===== src/rtl/fsm_onehot_count_driver_pkg.sv =====
`default_nettype none
// ============================================================================
// Package  : fsm_onehot_pkg
// Purpose  : Shared definitions for the 9-state one-hot pulse counter and its
//            transmit-side driver: state encoding, counter transition table
//            and count/one-hot conversions.
// Revision : 1.0 - initial release
// ============================================================================
package fsm_onehot_pkg;

  localparam int MAX_COUNT = 8;

  typedef enum logic [MAX_COUNT:0] {
    S0 = 9'b0_0000_0001,
    S1 = 9'b0_0000_0010,
    S2 = 9'b0_0000_0100,
    S3 = 9'b0_0000_1000,
    S4 = 9'b0_0001_0000,
    S5 = 9'b0_0010_0000,
    S6 = 9'b0_0100_0000,
    S7 = 9'b0_1000_0000,
    S8 = 9'b1_0000_0000
  } state_t;

  // Steering controller state
  typedef enum logic {
    CTRL_IDLE  = 1'b0,
    CTRL_STEER = 1'b1
  } ctrl_t;

  // Counter transition table: in=1 advances (S8 saturates), in=0 holds
  // except at S8 where it wraps to S0. Anything not one-hot recovers to S0.
  function automatic state_t onehot_next(input state_t s, input logic in_bit);
    case (s)
      S0:      onehot_next = in_bit ? S1 : S0;
      S1:      onehot_next = in_bit ? S2 : S1;
      S2:      onehot_next = in_bit ? S3 : S2;
      S3:      onehot_next = in_bit ? S4 : S3;
      S4:      onehot_next = in_bit ? S5 : S4;
      S5:      onehot_next = in_bit ? S6 : S5;
      S6:      onehot_next = in_bit ? S7 : S6;
      S7:      onehot_next = in_bit ? S8 : S7;
      S8:      onehot_next = in_bit ? S8 : S0;
      default: onehot_next = S0;
    endcase
  endfunction

  function automatic logic [3:0] onehot_to_count(input state_t s);
    case (s)
      S0:      onehot_to_count = 4'd0;
      S1:      onehot_to_count = 4'd1;
      S2:      onehot_to_count = 4'd2;
      S3:      onehot_to_count = 4'd3;
      S4:      onehot_to_count = 4'd4;
      S5:      onehot_to_count = 4'd5;
      S6:      onehot_to_count = 4'd6;
      S7:      onehot_to_count = 4'd7;
      S8:      onehot_to_count = 4'd8;
      default: onehot_to_count = 4'd0;
    endcase
  endfunction

  function automatic state_t count_to_onehot(input logic [3:0] c);
    case (c)
      4'd0:    count_to_onehot = S0;
      4'd1:    count_to_onehot = S1;
      4'd2:    count_to_onehot = S2;
      4'd3:    count_to_onehot = S3;
      4'd4:    count_to_onehot = S4;
      4'd5:    count_to_onehot = S5;
      4'd6:    count_to_onehot = S6;
      4'd7:    count_to_onehot = S7;
      4'd8:    count_to_onehot = S8;
      default: count_to_onehot = S0;
    endcase
  endfunction

endpackage
`default_nettype wire


===== src/rtl/fsm_onehot_count_driver_if.sv =====
`default_nettype none
// ============================================================================
// Interface : fsm_onehot_count_driver_if
// Purpose   : Valid/ready command channel carrying a target count to the
//             counter driver, plus the bad-command error pulse.
// Signals   : cmd_valid (m->s), cmd_count[CNT_W] (m->s),
//             cmd_ready (s->m), cmd_err (s->m)
// Revision  : 1.0 - initial release
// ============================================================================
interface fsm_onehot_count_driver_if #(
  parameter int CNT_W = 4
) ();
  logic             cmd_valid;
  logic             cmd_ready;
  logic [CNT_W-1:0] cmd_count;
  logic             cmd_err;

  modport master (output cmd_valid, output cmd_count, input cmd_ready, input cmd_err);
  modport slave  (input cmd_valid, input cmd_count, output cmd_ready, output cmd_err);
endinterface
`default_nettype wire


===== src/rtl/fsm_onehot_count_driver_mirror.sv =====
`default_nettype none
// ============================================================================
// Module   : fsm_onehot_mirror
// Purpose  : Cycle-exact one-hot copy of the downstream counter state, fed by
//            the same serial stream the counter sees.
// Ports    : clk, rst_n        - clock, async active-low reset
//            pulse_i           - serial stream driven to the counter
//            count_o           - binary value of the current mirror state
//            next_count_o      - binary value the mirror takes at next edge
// Revision : 1.0 - initial release
// ============================================================================
module fsm_onehot_mirror
  import fsm_onehot_pkg::*;
#(
  parameter int CNT_W = 4
) (
  input  logic             clk,
  input  logic             rst_n,
  input  logic             pulse_i,
  output logic [CNT_W-1:0] count_o,
  output logic [CNT_W-1:0] next_count_o
);

  state_t state_q;
  state_t state_d;

  assign state_d = onehot_next(state_q, pulse_i);

  always_ff @(posedge clk or negedge rst_n) begin
    if (!rst_n) begin
      state_q <= S0;
    end else begin
      state_q <= state_d;
    end
  end

  assign count_o      = CNT_W'(onehot_to_count(state_q));
  assign next_count_o = CNT_W'(onehot_to_count(state_d));

endmodule
`default_nettype wire


===== src/rtl/fsm_onehot_count_driver.sv =====
`default_nettype none
// ============================================================================
// Module   : fsm_onehot_count_driver
// Purpose  : Accepts a target count and emits the serial stream that steers
//            the one-hot pulse counter to it along the shortest legal path.
// Ports    : clk, rst_n        - clock, async active-low reset
//            cmd (slave)       - cmd_valid/cmd_ready/cmd_count/cmd_err
//            pulse_out         - registered stream to the counter input
//            busy              - steering in progress
//            done              - one-cycle pulse, mirror reached the target
//            mirror_count      - binary value of the mirrored counter state
// Revision : 1.0 - initial release
// ============================================================================
module fsm_onehot_count_driver #(
  parameter int MAX_COUNT = fsm_onehot_pkg::MAX_COUNT,
  parameter int CNT_W     = 4
) (
  input  logic                       clk,
  input  logic                       rst_n,
  fsm_onehot_count_driver_if.slave   cmd,
  output logic                       pulse_out,
  output logic                       busy,
  output logic                       done,
  output logic [CNT_W-1:0]           mirror_count
);
  import fsm_onehot_pkg::*;

  ctrl_t            ctrl_q;
  logic [CNT_W-1:0] tgt_q;
  logic             pulse_q;
  logic             done_q;
  logic             err_q;
  logic [CNT_W-1:0] next_count;

  // Next serial bit given mirror value m and target t. When parked, the
  // counter must see 1 at S8 (0 would wrap it) and 0 elsewhere. Moving down
  // is only possible via the S8 -> S0 wrap, so climb to S8 then drop once.
  function automatic logic step(input logic [CNT_W-1:0] m, input logic [CNT_W-1:0] t);
    if (m == t)     step = (m == CNT_W'(MAX_COUNT));
    else if (m < t) step = 1'b1;
    else            step = (m != CNT_W'(MAX_COUNT));
  endfunction

  fsm_onehot_mirror #(.CNT_W(CNT_W)) u_mirror (
    .clk          (clk),
    .rst_n        (rst_n),
    .pulse_i      (pulse_q),
    .count_o      (mirror_count),
    .next_count_o (next_count)
  );

  always_ff @(posedge clk or negedge rst_n) begin
    if (!rst_n) begin
      ctrl_q  <= CTRL_IDLE;
      tgt_q   <= '0;
      pulse_q <= 1'b0;
      done_q  <= 1'b0;
      err_q   <= 1'b0;
    end else begin
      done_q <= 1'b0;
      err_q  <= 1'b0;
      case (ctrl_q)
        CTRL_IDLE: begin
          // Idle stream is the hold value, so the mirror never moves here
          // and next_count equals mirror_count.
          pulse_q <= step(next_count, next_count);
          if (cmd.cmd_valid) begin
            if (cmd.cmd_count > CNT_W'(MAX_COUNT)) begin
              err_q <= 1'b1;
            end else begin
              tgt_q   <= cmd.cmd_count;
              pulse_q <= step(mirror_count, cmd.cmd_count);
              if (cmd.cmd_count == mirror_count) begin
                done_q <= 1'b1;
              end else begin
                ctrl_q <= CTRL_STEER;
              end
            end
          end
        end
        CTRL_STEER: begin
          pulse_q <= step(next_count, tgt_q);
          if (next_count == tgt_q) begin
            ctrl_q <= CTRL_IDLE;
            done_q <= 1'b1;
          end
        end
        default: ctrl_q <= CTRL_IDLE;
      endcase
    end
  end

  assign busy          = (ctrl_q == CTRL_STEER);
  assign cmd.cmd_ready = ~busy;
  assign cmd.cmd_err   = err_q;
  assign pulse_out     = pulse_q;
  assign done          = done_q;

endmodule
`default_nettype wire


===== src/flat_wrapper.sv =====
// flat-port wrapper written by rule: the top's interface ports become plain ports
module fsm_onehot_count_driver_flat import fsm_onehot_pkg::*;
#(
  parameter int MAX_COUNT = fsm_onehot_pkg::MAX_COUNT,
  parameter int CNT_W     = 4
)
  (clk, rst_n, pulse_out, busy, done, mirror_count, cmd_cmd_valid, cmd_cmd_count, cmd_cmd_ready, cmd_cmd_err);
  fsm_onehot_count_driver_if #(.CNT_W(CNT_W)) cmd_i ();
  input  logic clk;
  input  logic rst_n;
  output logic pulse_out;
  output logic busy;
  output logic done;
  output logic [CNT_W-1:0] mirror_count;
  input wire logic [$bits(cmd_i.cmd_valid)-1:0] cmd_cmd_valid;
  input wire logic [$bits(cmd_i.cmd_count)-1:0] cmd_cmd_count;
  output wire logic [$bits(cmd_i.cmd_ready)-1:0] cmd_cmd_ready;
  output wire logic [$bits(cmd_i.cmd_err)-1:0] cmd_cmd_err;
  assign cmd_i.cmd_valid = cmd_cmd_valid;
  assign cmd_i.cmd_count = cmd_cmd_count;
  assign cmd_cmd_ready = cmd_i.cmd_ready;
  assign cmd_cmd_err = cmd_i.cmd_err;
  fsm_onehot_count_driver #(.MAX_COUNT(MAX_COUNT), .CNT_W(CNT_W)) u_core (.clk(clk), .rst_n(rst_n), .cmd(cmd_i), .pulse_out(pulse_out), .busy(busy), .done(done), .mirror_count(mirror_count));
endmodule

===== config.mk =====
export PLATFORM = sky130hd
export DESIGN_NAME = fsm_onehot_count_driver_flat
export DESIGN_NICKNAME = d
export VERILOG_FILES = /design/src/rtl/fsm_onehot_count_driver_pkg.sv /design/src/rtl/fsm_onehot_count_driver_if.sv /design/src/rtl/fsm_onehot_count_driver_mirror.sv /design/src/rtl/fsm_onehot_count_driver.sv /design/src/flat_wrapper.sv
export SDC_FILE = /design/constraint.sdc
export NUM_CORES = 1
export LEC_CHECK = 0
export ABC_AREA = 1
export BUFFER_PORTS_ARGS = -buffer_cell sky130_fd_sc_hd__buf_4
export CORE_MARGIN = 10
export CORE_UTILIZATION = 46
export DETAILED_ROUTE_END_ITERATION = 8
export HOLD_SLACK_MARGIN = 0.03
export PLACE_DENSITY = 0.73
export SLEW_MARGIN = 5
export SYNTH_ARGS = -nofsm -noshare
export SYNTH_HDL_FRONTEND = slang
export SYNTH_HIERARCHICAL = 1
export SYNTH_SLANG_ARGS = --single-unit

===== constraint.sdc =====
create_clock -name clk -period 3.2 [get_ports clk]
set_clock_uncertainty 0.05 [all_clocks]
set_input_delay 0.16 -clock clk [delete_from_list [all_inputs] [get_ports clk]]
set_output_delay 0.16 -clock clk [all_outputs]
set_load 0.01 [all_outputs]

---- After elaboration in Yosys (flattened, before gate mapping) ----
Cells that the tools add are included.
Widths: inputs -> output; s select.
word-level totals
  register bits after elaboration ......... 17
  bits in latches ......................... 0
  memory bits (writable) .................. 0
  memory bits (read-only) ................. 0
  input bits .............................. 7
  output and inout port bits .............. 9
  memories kept ........................... 0
operators by class
  add/sub/neg operators ................... 0
  multiply operators ...................... 0
  divide/modulo/power cells ............... 0
  magnitude comparators ................... 3
  eq/ne operators ......................... 24
  shifts and indexed selects .............. 0
  mux-type cells .......................... 32
  bitwise gates (word level) .............. 2
  reduce and logical (&&, ||, !) cells .... 1
operator list
  cell                count
  $pmux 9 s9          1
  $pmux 4 s8          2
  $eq 9x2->1 const B  2
  $eq 9x3->1 const B  2
  $eq 9x4->1 const B  2
  $eq 9x5->1 const B  2
  $eq 9x6->1 const B  2
  $eq 9x7->1 const B  2
  $eq 9x8->1 const B  2
  $eq 9x9->1 const B  2
  $mux 9              2
  $mux 1              17
  $eq 4x4->1          3
  $eq 9x1->1 const B  1
  $eq 4x4->1 const B  2
  $lt 4x4->1          2
  $mux 8              1
  $ne 4x4->1 const B  2
  $mux 7              1
  $mux 6              1
  $pmux 1 s2          3
  $mux 5              1
  $gt 4x4->1 const B  1
  $mux 4              1
  other kinds (4)     5

---- Longest topological paths before layout ----
Gate-level depths: netlist (run 1).
  depth in word-level cells ............... 8
  depth in mapped cells ................... 17
  mapped depth without buffers ............ 17

---- By module ----
Netlist (run 1), hierarchy kept.
modules (own cells, without submodules)
  module                   instances  cells an instance  area each (µm²)
  fsm_onehot_mirror        1          109                714.4
  fsm_onehot_count_driver  1          89                 611.8

---- Least setup slack after synthesis (run 1) ----
OpenSTA, ideal clock, no wires.
  path type ............................... reg-to-reg
  start point ............................. register u_core.u_mirror.state_q[0]
  end point ............................... register u_core.pulse_q (netlist: u_core/pulse_out)
  library setup time ...................... 0.119 ns
  arrival time ............................ 1.891 ns
  data required time ...................... 3.031 ns
  setup slack ............................. 1.140 ns
  stages on the path, launching flop included .. 16
  path buffers ............................ 0
  period minus slack after synthesis ...... 2.060 ns
  path through ............................ dfstp_2 nor2_4 nand2_4 nor2_4 a21oi_1 nand3_1 ha_1 nand2_1 inv_1 nand2_1 nor2_1 nor2_1 nand2_1 nand2_1 nand2_1 nand2_1
between the ends
  word-level cells in the longest chain between the ends .. 8
  elaborated cells on any way between the ends .. 35
  classes of those cells .................. order compare (2); eq/ne (23); mux (10)
RTL lines
  item                                             line                                                          source
  from (decl)                                      fsm_onehot_count_driver_mirror.sv:24                          state_t state_q;
  from (signal assigned)                           fsm_onehot_count_driver_mirror.sv:33                          state_q <= state_d;
  $eq 9x9->1 (tied with other cells)               fsm_onehot_count_driver_pkg.sv:49                             case (s)
  $pmux 4 s8 (*)                                   fsm_onehot_count_driver_pkg.sv:49
  named net mirror_count[1]                        flat_wrapper.sv:14                                            output logic [CNT_W-1:0] mirror_count;
  $lt 4x4->1 / $ne 4x4->1 (equally long branches)  fsm_onehot_count_driver.sv:40, fsm_onehot_count_driver.sv:41
  $mux 1                                           fsm_onehot_count_driver.sv:40                                 else if (m < t) step = 1'b1;
  $mux 1 (*)                                       fsm_onehot_count_driver.sv:39                                 if (m == t) step = (m == CNT_W'(MAX_COUNT));
  $mux 1 (*)                                       fsm_onehot_count_driver.sv:68                                 if (cmd.cmd_count > CNT_W'(MAX_COUNT)) begin
  $mux 1 (*)                                       fsm_onehot_count_driver.sv:67                                 if (cmd.cmd_valid) begin
  $pmux 1 s2 (*)                                   fsm_onehot_count_driver.sv:62                                 case (ctrl_q)
  to (signal assigned)                             fsm_onehot_count_driver.sv:66                                 pulse_q <= step(next_count, next_count);
  to (signal assigned)                             fsm_onehot_count_driver.sv:72                                 pulse_q <= step(mirror_count, cmd.cmd_count);
  to (signal assigned)                             fsm_onehot_count_driver.sv:82                                 pulse_q <= step(next_count, tgt_q);
  to (decl)                                        fsm_onehot_count_driver.sv:30                                 logic pulse_q;
The timed path passes the listed nets; every way through them passes the cells marked *.
A chain may end at the register's enable or synchronous reset.

---- Final worst setup path (run 1) ----
  start point ............................. register u_core.u_mirror.state_q[5]
  end point ............................... register u_core.pulse_q (netlist: u_core/pulse_out)
between the ends
  word-level cells in the longest chain between the ends .. 8
  elaborated cells on any way between the ends .. 35
  classes of those cells .................. order compare (2); eq/ne (23); mux (10)
RTL lines
  item                                             line
  $eq 9x9->1 (tied with other cells)               fsm_onehot_count_driver_pkg.sv:34, fsm_onehot_count_driver_pkg.sv:49
  $pmux 9 s9 / $pmux 4 s8 (equally long branches)  fsm_onehot_count_driver_pkg.sv:34, fsm_onehot_count_driver_pkg.sv:49
  $eq 9x9->1 (tied with other cells)               fsm_onehot_count_driver_pkg.sv:49
  $pmux 4 s8 / $mux 1 (equally long branches)      fsm_onehot_count_driver_pkg.sv:49, fsm_onehot_count_driver.sv:40
  $lt 4x4->1 (tied with other cells)               fsm_onehot_count_driver.sv:40
  $mux 1, on equally long branches                 fsm_onehot_count_driver.sv:40, fsm_onehot_count_driver.sv:68
  $mux 1, on equally long branches                 fsm_onehot_count_driver.sv:39, fsm_onehot_count_driver.sv:67
  $pmux 1 s2 (*)                                   fsm_onehot_count_driver.sv:62
Mark *: on every way between the ends. The rest lies on a longest branch, timed or not.

==> results of run 1 <==
logic make-up after synthesis:
kind of cell             count (synthesis)
flip-flops                              17
buffers and inverters                   40
AO/OA/AOI/OAI                           17
adder cells (fa/ha/maj)                  8
AND/OR/NAND/NOR                        116
flip-flops by register name (all words and copies together), names as in the netlist:
| register | count |
|---|---|
| u_core/done | 1 |
| u_core/pulse_out | 1 |
| u_core/busy | 1 |
| u_core/u_mirror/state_q | 9 |
| u_core/tgt_q | 4 |
| u_core/cmd.cmd_err | 1 |
cell type report:
cell class | count | area [sq um] | share of cell area, %
Sequential cell | 17 | 427 | 28.3
Multi-Input combinational cell | 141 | 748 | 49.5
Clock buffer | 3 | 22.5 | 1.49
Clock inverter | 1 | 5.00 | 0.331
Timing Repair Buffer | 16 | 123 | 8.12
Inverter | 39 | 146 | 9.69
Tap cell | 31 | 38.8 | 2.57
placed cells by master, fill, tap and decap left out, drive strengths merged:
cell type     n
inv          39
o21bai        1
ha            8
buf          15
o21ai         6
nor2         36
clkbuf        3
nand2        64
nand4         1
dfstp         1
a21oi         8
nand3        15
clkinv        1
o22ai         1
dlygate4sd3   1
o2111ai       1
dfrtp        16
synth_stat cells, drive strengths merged:
cell,number,area [sq um]
nand2,64,263
inv,39,146
nor2,36,180
dfrtp,16,400
nand3,15,103
a21oi,8,40.0
ha,8,100
o21ai,6,33.8
buf,1,5.00
dfstp,1,26.3
nand4,1,6.26
o2111ai,1,8.76
o21bai,1,7.51
o22ai,1,6.26
repair_timing:
item | 4_1_cts | 5_1_grt
endpoints found under the hold margin | 17 | 0
gates resized for setup | 0 | 0
buffers inserted | 0 | 0
hold buffers | 1 | 0
per-layer routing:
layer,track usage (%),vias to the layer above,wire length (microns)
li1,-,642,-
met1,14.3,533,1400
met2,19.0,24,1430
met3,1.21,2,60
met4,5.59,0,34
met5,0,-,0
power groups by stage:
stage | clock network [W] | registers [W] | logic, W
finish | 0.000117 | 0.000364 | 0.000678
global route | 0.000135 | 0.000373 | 0.000778
CTS | 0.000122 | 0.000363 | 0.000680
detailed placement | 0 | 0.000368 | 0.000674
global placement | 0 | 0.000365 | 0.000668
floorplan | 0 | 0.000350 | 0.000509
through the flow:
stage | power, W | setup slack (ps) | hold slack (ps)
3_3_place_gp | 0.00103 | 984 | -11.0
6_report | 0.00116 | 983 | 79.2
2_1_floorplan | 0.000860 | 1140 | -186
4_1_cts | 0.00116 | 986 | 75.8
3_5_place_dp | 0.00104 | 986 | -11.2
5_1_grt | 0.00129 | 779 | 70.6
worst max-delay path, delay by kind of cell, from the launching register on:
family | cells | cell delay [ps]
and+or+nand+nor | 11 | 1000
AOI/OAI and AO/OA | 1 | 140
DFF | 1 | 420
buffers and inverters | 2 | 190
adders and majority gates | 1 | 300
worst min path at each step:
stage / start / to / slack [ps] / cells past startpoint
3_5_place_dp: rst_n / u_core/u_mirror/state_q[1] / -10 / 1
4_1_cts: cmd_cmd_count[2] / u_core/tgt_q[2] / 80 / 3
5_1_grt: cmd_cmd_count[0] / u_core/tgt_q[0] / 70 / 3
2_1_floorplan: rst_n / u_core/busy / -190 / 0
6_report: cmd_cmd_count[2] / u_core/tgt_q[2] / 80 / 3
3_3_place_gp: rst_n / u_core/u_mirror/state_q[1] / -10 / 1
==> results.md, run 1 <==
* Total global-route track usage at 11.5%
* Die area at 5430 sq um
* Outcome: completed
* Total number of vias at 1201
* Initial core utilization at 48.1%
* Worst Reg-to-Reg Cells at 15
* DRT iter0 DRCs at 46
* Max_cap viols at 0
* VDD IR max at 0.000498 V
* Nets@finish at 233
* Grt ovf at 0
* Routed WL per cell at 11.8 microns
* Syn Nets at 213
* DRC at 0
* Synthesis-stage register bit count at 17
* Main combinational cell family by area after synthesis: simple AND/OR/NAND/NOR gates
* Global-route wire length before repair at 4.96 mm
* Multiplexer share of the synthesized area at 0%
* Critical path cell sequence: nor2_4, nand3_1, nor2_1, inv_1, o2111ai_1, inv_1, ha_1, nand2_1, nor2_1, nor2_1, nand2_1, nand2_1, nand2_1, nand2_1, nand2_1
* Antenna violations before repair at 0
* Routed Antenna Nets at 0
* Syn Area/Cell at 6.70 sq um
* Clock root buffer: clkbuf_4
* Routed wire length at 2.92 mm
* Worst r2r src: u_core/u_mirror/state_q[5]
* CTS tree: done
* Share of layout cells above drive strength 1 at 20.3%
* H-tree depth at 1
* Inst Count DP at 243
* Final core occ at 54.8%
* Synth Area in XOR/XNOR at 0%
* Slew @ Worst Pin at 396 ps
* Most frequent cell on the critical path: nand2_1
* Final non-filler cell total at 248
* Via/cell ratio at 4.84
* Core Footprint at 2760 sq um
* Simple-Gate Fraction of Synth Area at 41.6%
* Largest net degree at the start of global routing at 18
* Crit path DAT at 2360 ps
* Clk sinks at 17
* Die width at 73.7 microns
* YS warnings at 6
* Max_slew headroom at 73.6%
* Post-synthesis adder-cell area fraction at 7.55%
* Setup_tns at 0 ps
* Critical path class: register to register
* CP Capture Point: u_core/pulse_out
* P_sw at 0.000563 W
* Leak at 0.875 nW
* Synth Cell Area at 1330 sq um
* Reg2reg setup slack at 980 ps
* Pwr/cell area at 767 nW/um^2
* Synth cell types at 23
* Flop pwr share at 31.4%
* Crit path launch type: register
* TritonCTS Buffers at 3
* HPWL after DPL at 2.39 mm
* Worst reg2reg path endpoint: u_core/pulse_out
* Part of the power in the clock network at 10.1%
* Post-synthesis sequential area ratio at 32.2%
* Launch point of the critical path: u_core/u_mirror/state_q[5]
* I/O pin cnt at 16
* Crit share post-route at 69.3%
* Buffers on Ports at 15
* Area after DPL at 1470 sq um
* Sw frac at 48.6%
* Compound-cell area share of the yosys netlist at 7.26%
* Minimum clock period at 2220 ps
* Slowest cell delay on critical path at 420 ps
* Vias in the first global route at 1087
* Fin. Hold Viols at 0
* Area Growth Syn to Fin at 13.9%
* Logic gate share of total power at 58.5%
* Worst-Skew Late Latency at 290 ps
* Fillers at 262
* Unrepaired setup endpoints after global routing: false
* Critical Path RT at 3350 ps
* Die Height at 73.7 microns
* Clk buf depth at 2
* RePlAce Congestion at 0.895
* Endpoints failing setup at 0
* Peak fanout along the critical path at 4
* Std cell rows at 19
* Hold WC Path Type: input port to register
* Drt pass-1 iters at 4
* P_int at 0.000596 W
* CTS clock-pin slew for the worst setup and hold paths at 110 ps
* Design Area, Final at 1510 sq um
* Gate Count Post-Synth at 198
* FMAX at 0.451 GHz
* Slew Limit Fails at 0
* Number of antenna diodes at 0
* Critical Path Sink Type: register
* Critical path's slowest cell: dfrtp_1
(Power assumes the default switching activity.)
==> run 2: changes to the inputs <==
Settings changed: ABC_AREA 1 to 0.
Clock period 3.2 ns to 2.3 ns, I/O delays scaled along.
==> run 2 against run 1 <==
The run now ends with negative setup slack left; total power up 39%; via count up 15%; critical endpoint is now u_core/busy; clock-buffer cell count unchanged; cell count down 5.2%; sequential share of layout area down 4.9 points; worst setup slack worse by 1100 ps; largest cell class unchanged; highest routed layer unchanged; largest power group unchanged.
==> results.md, run 2 <==
* Critical Path Sink Type: register
* P_sw at 0.000660 W (+17%)
* Inst Count DP at 225 (-7.4%)
* Syn Area/Cell at 8.57 sq um (+28%)
* H-tree depth at 1 (unchanged)
* Slowest cell delay on critical path at 430 ps (about the same)
* Post-synth EDFFs at 0 (unchanged)
* Initial core utilization at 48.4% (+0.26 points)
* P_int at 0.000953 W (+60%)
* Slew Limit Fails at 0 (unchanged)
* Pwr/cell area at 878 nW/um^2 (+14%)
* Hold Crit Start: cmd_cmd_valid
* Asr flop ratio synth at 100% (unchanged)
* Top flop regs: u_core/u_mirror/state_q x9, u_core/tgt_q x4
* Hold Slack at 46.3 ps (-32.9 ps)
* Crit path DAT at 2570 ps (+210 ps)
* Max reg flops at 9 (unchanged)
* Drt pass-1 iters at 4 (unchanged)
* CTS clock-pin slew for the worst setup and hold paths at 100 ps (about the same)
* Logic gate share of total power at 61.4% (+2.9 points)
* Post-synth top cells: dfrtp_1 (16), inv_1 (13), nor2_1 (13)
* Syn Nets at 172 (-19%)
* CTS tree: done
* Worst r2r src: u_core/u_mirror/state_q[6]
* Part of the power in the clock network at 10.3% (+0.2 points)
* Worst setup margin at -132 ps (-1120 ps)
* Critical path's slowest cell: dfrtp_1
* I/O pin cnt at 16 (unchanged)
* Crit share post-route at 106% (+36 points)
* Global-route wire length before repair at 6.38 mm (+29%)
* Setup_tns at -385 ps (-385 ps)
* Std cell rows at 19 (unchanged)
* HPWL after DPL at 3.06 mm (+28%)
* Routed WL per cell at 16.4 microns (+39%)
* Grt ovf at 0 (unchanged)
* Prevailing post-synth register cell: dfrtp_1
* Most frequent cells in the layout: buf_4 (51), dfrtp_1 (15), inv_1 (13), nor2_1 (13), nand2_1 (11)
* Crit path launch type: register
* Final core occ at 66.0% (+11 points)
* Launch point of the critical path: u_core/u_mirror/state_q[6]
* DRT iter0 DRCs at 147 (+220%)
* TritonCTS Buffers at 3 (unchanged)
* Die area at 5490 sq um (+1.0%)
* Synth cell types at 49 (+110%)
* Top-count cell post-synth: dfrtp_1
* Peak fanout along the critical path at 3 (-1)
* CP bufs+invs at 1 (-1)
* Total global-route track usage at 14.8% (+3.3 points)
* RePlAce Congestion at 0.911 (+1.8%)
* Gate Count Post-Synth at 157 (-21%)
* Routed Antenna Nets at 0 (unchanged)
* Family with the most delay on the worst path: simple AND/OR/NAND/NOR gates
* Vias in the first global route at 1449 (+33%)
* FMAX at 0.411 GHz (-8.8%)
* Endpoints failing setup at 3 (+3)
* Worst-Skew Late Latency at 300 ps (about the same)
* Via/cell ratio at 5.87 (+21%)
* Fillers at 225 (-14%)
* Nets@finish at 220 (-5.6%)
* Minimum clock period at 2430 ps (+215 ps)
* Largest net degree at the start of global routing at 18 (unchanged)
* YS warnings at 6 (unchanged)
* Fin. Hold Viols at 0 (unchanged)
* Clk sinks at 17 (unchanged)
* Synth top area cells: dfrtp_1 (30%), ha_1 (7.4%), inv_1 (3.6%)
* Core Footprint at 2780 sq um (+0.86%)
* Clk buf depth at 2 (unchanged)
* Critical Path RT at 2440 ps (-910 ps)
* Die Height at 74.1 microns (+0.52%)
* VDD IR max at 0.000704 V (+41%)
* Final non-filler cell total at 235 (-5.2%)
* Design Area, Final at 1840 sq um (+22%)
* Slew @ Worst Pin at 458 ps (+61.5 ps)
* Max_cap viols at 0 (unchanged)
* Critical path class: register to register
* Number of antenna diodes at 0 (unchanged)
* Critical path cell sequence: or3b_4, a2111oi_4, o21ai_2, nand3b_1, inv_1, ha_1, nand4_1, and2_4, a41o_1
* DRC at 0 (unchanged)
* Post-synthesis sequential area ratio at 31.7% (-0.45 points)
* Leak at 0.873 nW (-0.19%)
* Failing checks: negative setup slack
* Die width at 74.1 microns (+0.52%)
* Area after DPL at 1710 sq um (+16%)
* Share of layout cells above drive strength 1 at 39.7% (+19 points)
* Max_slew headroom at 69.1% (-4.5 points)
* Total number of vias at 1380 (+15%)
* Flop pwr share at 28.4% (-3.0 points)
* Synth Cell Area at 1350 sq um (+1.4%)
* Buffers on Ports at 15 (unchanged)
* Sw frac at 40.9% (-7.7 points)
* Commonest non-fill, non-tap cell in the layout: buf_4
* Routed wire length at 3.86 mm (+32%)
* Antenna violations before repair at 0 (unchanged)
* Clock root buffer: clkbuf_4
* Area Growth Syn to Fin at 36.5%
* Post-synth top area cell: dfrtp_1
* Hold WC Path Type: input port to register
* Outcome: finished with violations
* Synthesis-stage register bit count at 17 (unchanged)
* Unrepaired setup endpoints after global routing: true
* Biggest register: u_core/u_mirror/state_q
* Synth top area share at 29.8% (-0.42 points)
run 2: cell type report:
cell class                      count  area [sq um]  area share [%]
Sequential cell                    17           428            23.3
Tap cell                           31          38.8            2.11
Timing Repair Buffer               53           403            21.9
Inverter                           13          48.8            2.66
Clock buffer                        3          22.5            1.23
Multi-Input combinational cell    117           890            48.5
Clock inverter                      1          5.00           0.273
run 2: worst paths after layout:
path | endpoint | slack (ps) | depth (start not counted)
setup reg to reg | u_core/busy | -130 | 9
hold reg to reg | u_core/tgt_q[2] | 460 | 2
hold / removal | u_core/cmd.cmd_err | 50 | 3
setup / recovery | u_core/busy | -130 | 9
min in group asynchronous | u_core/u_mirror/state_q[5] | 150 | 2
max in group asynchronous | u_core/u_mirror/state_q[0] | 1790 | 2
run 2: layer usage:
metal  up-vias  wire (microns)  global-route usage (%)
li1        663               -                       -
met1       656            1520                    15.2
met2        45            1980                    25.6
met3        16             200                    3.46
met4         0             162                    11.2
met5         -               0                       0
run 2: per-stage QoR:
stage | total power [W] | worst slack [ps]
2_1_floorplan | 0.000933 | -4.13
3_3_place_gp | 0.00129 | -71.3
3_5_place_dp | 0.00132 | -144
4_1_cts | 0.00159 | -99.3
5_1_grt | 0.00173 | -268
6_report | 0.00161 | -132
run 2: worst min-delay path, cell delays in order:
cell     delay, ps
buf_4          130
nand2_1         80
nor2_1          50
run 2: cells by family after synthesis:
family,Yosys count,share of synthesized area (%)
AOI/OAI and AO/OA,35,18.8
buffers and inverters,23,7.44
DFF,17,31.7
and+or+nand+nor,68,30.2
adders and majority gates,8,7.44
xor gates and xnor gates,5,3.26
muxes,1,1.12
run 2: repair_timing:
| action | 4_1_cts | 5_1_grt |
|---|---|---|
| setup buffers | 4 | 0 |
| resized for setup | 7 | 5 |
| pin swaps | 10 | 2 |
| hold endpoints to repair | 17 | 1 |
| hold buffers | 1 | 1 |
| setup endpoints to repair | 3 | 4 |
run 2: power by group through the flow:
stage / Sequential, W / Clock [W] / Combinational [W]
floorplan: 0.000452 / 0 / 0.000481
global placement: 0.000452 / 0 / 0.000835
detailed placement: 0.000457 / 0 / 0.000867
CTS: 0.000451 / 0.000172 / 0.000964
global route: 0.000464 / 0.000189 / 0.00108
finish: 0.000457 / 0.000166 / 0.000989
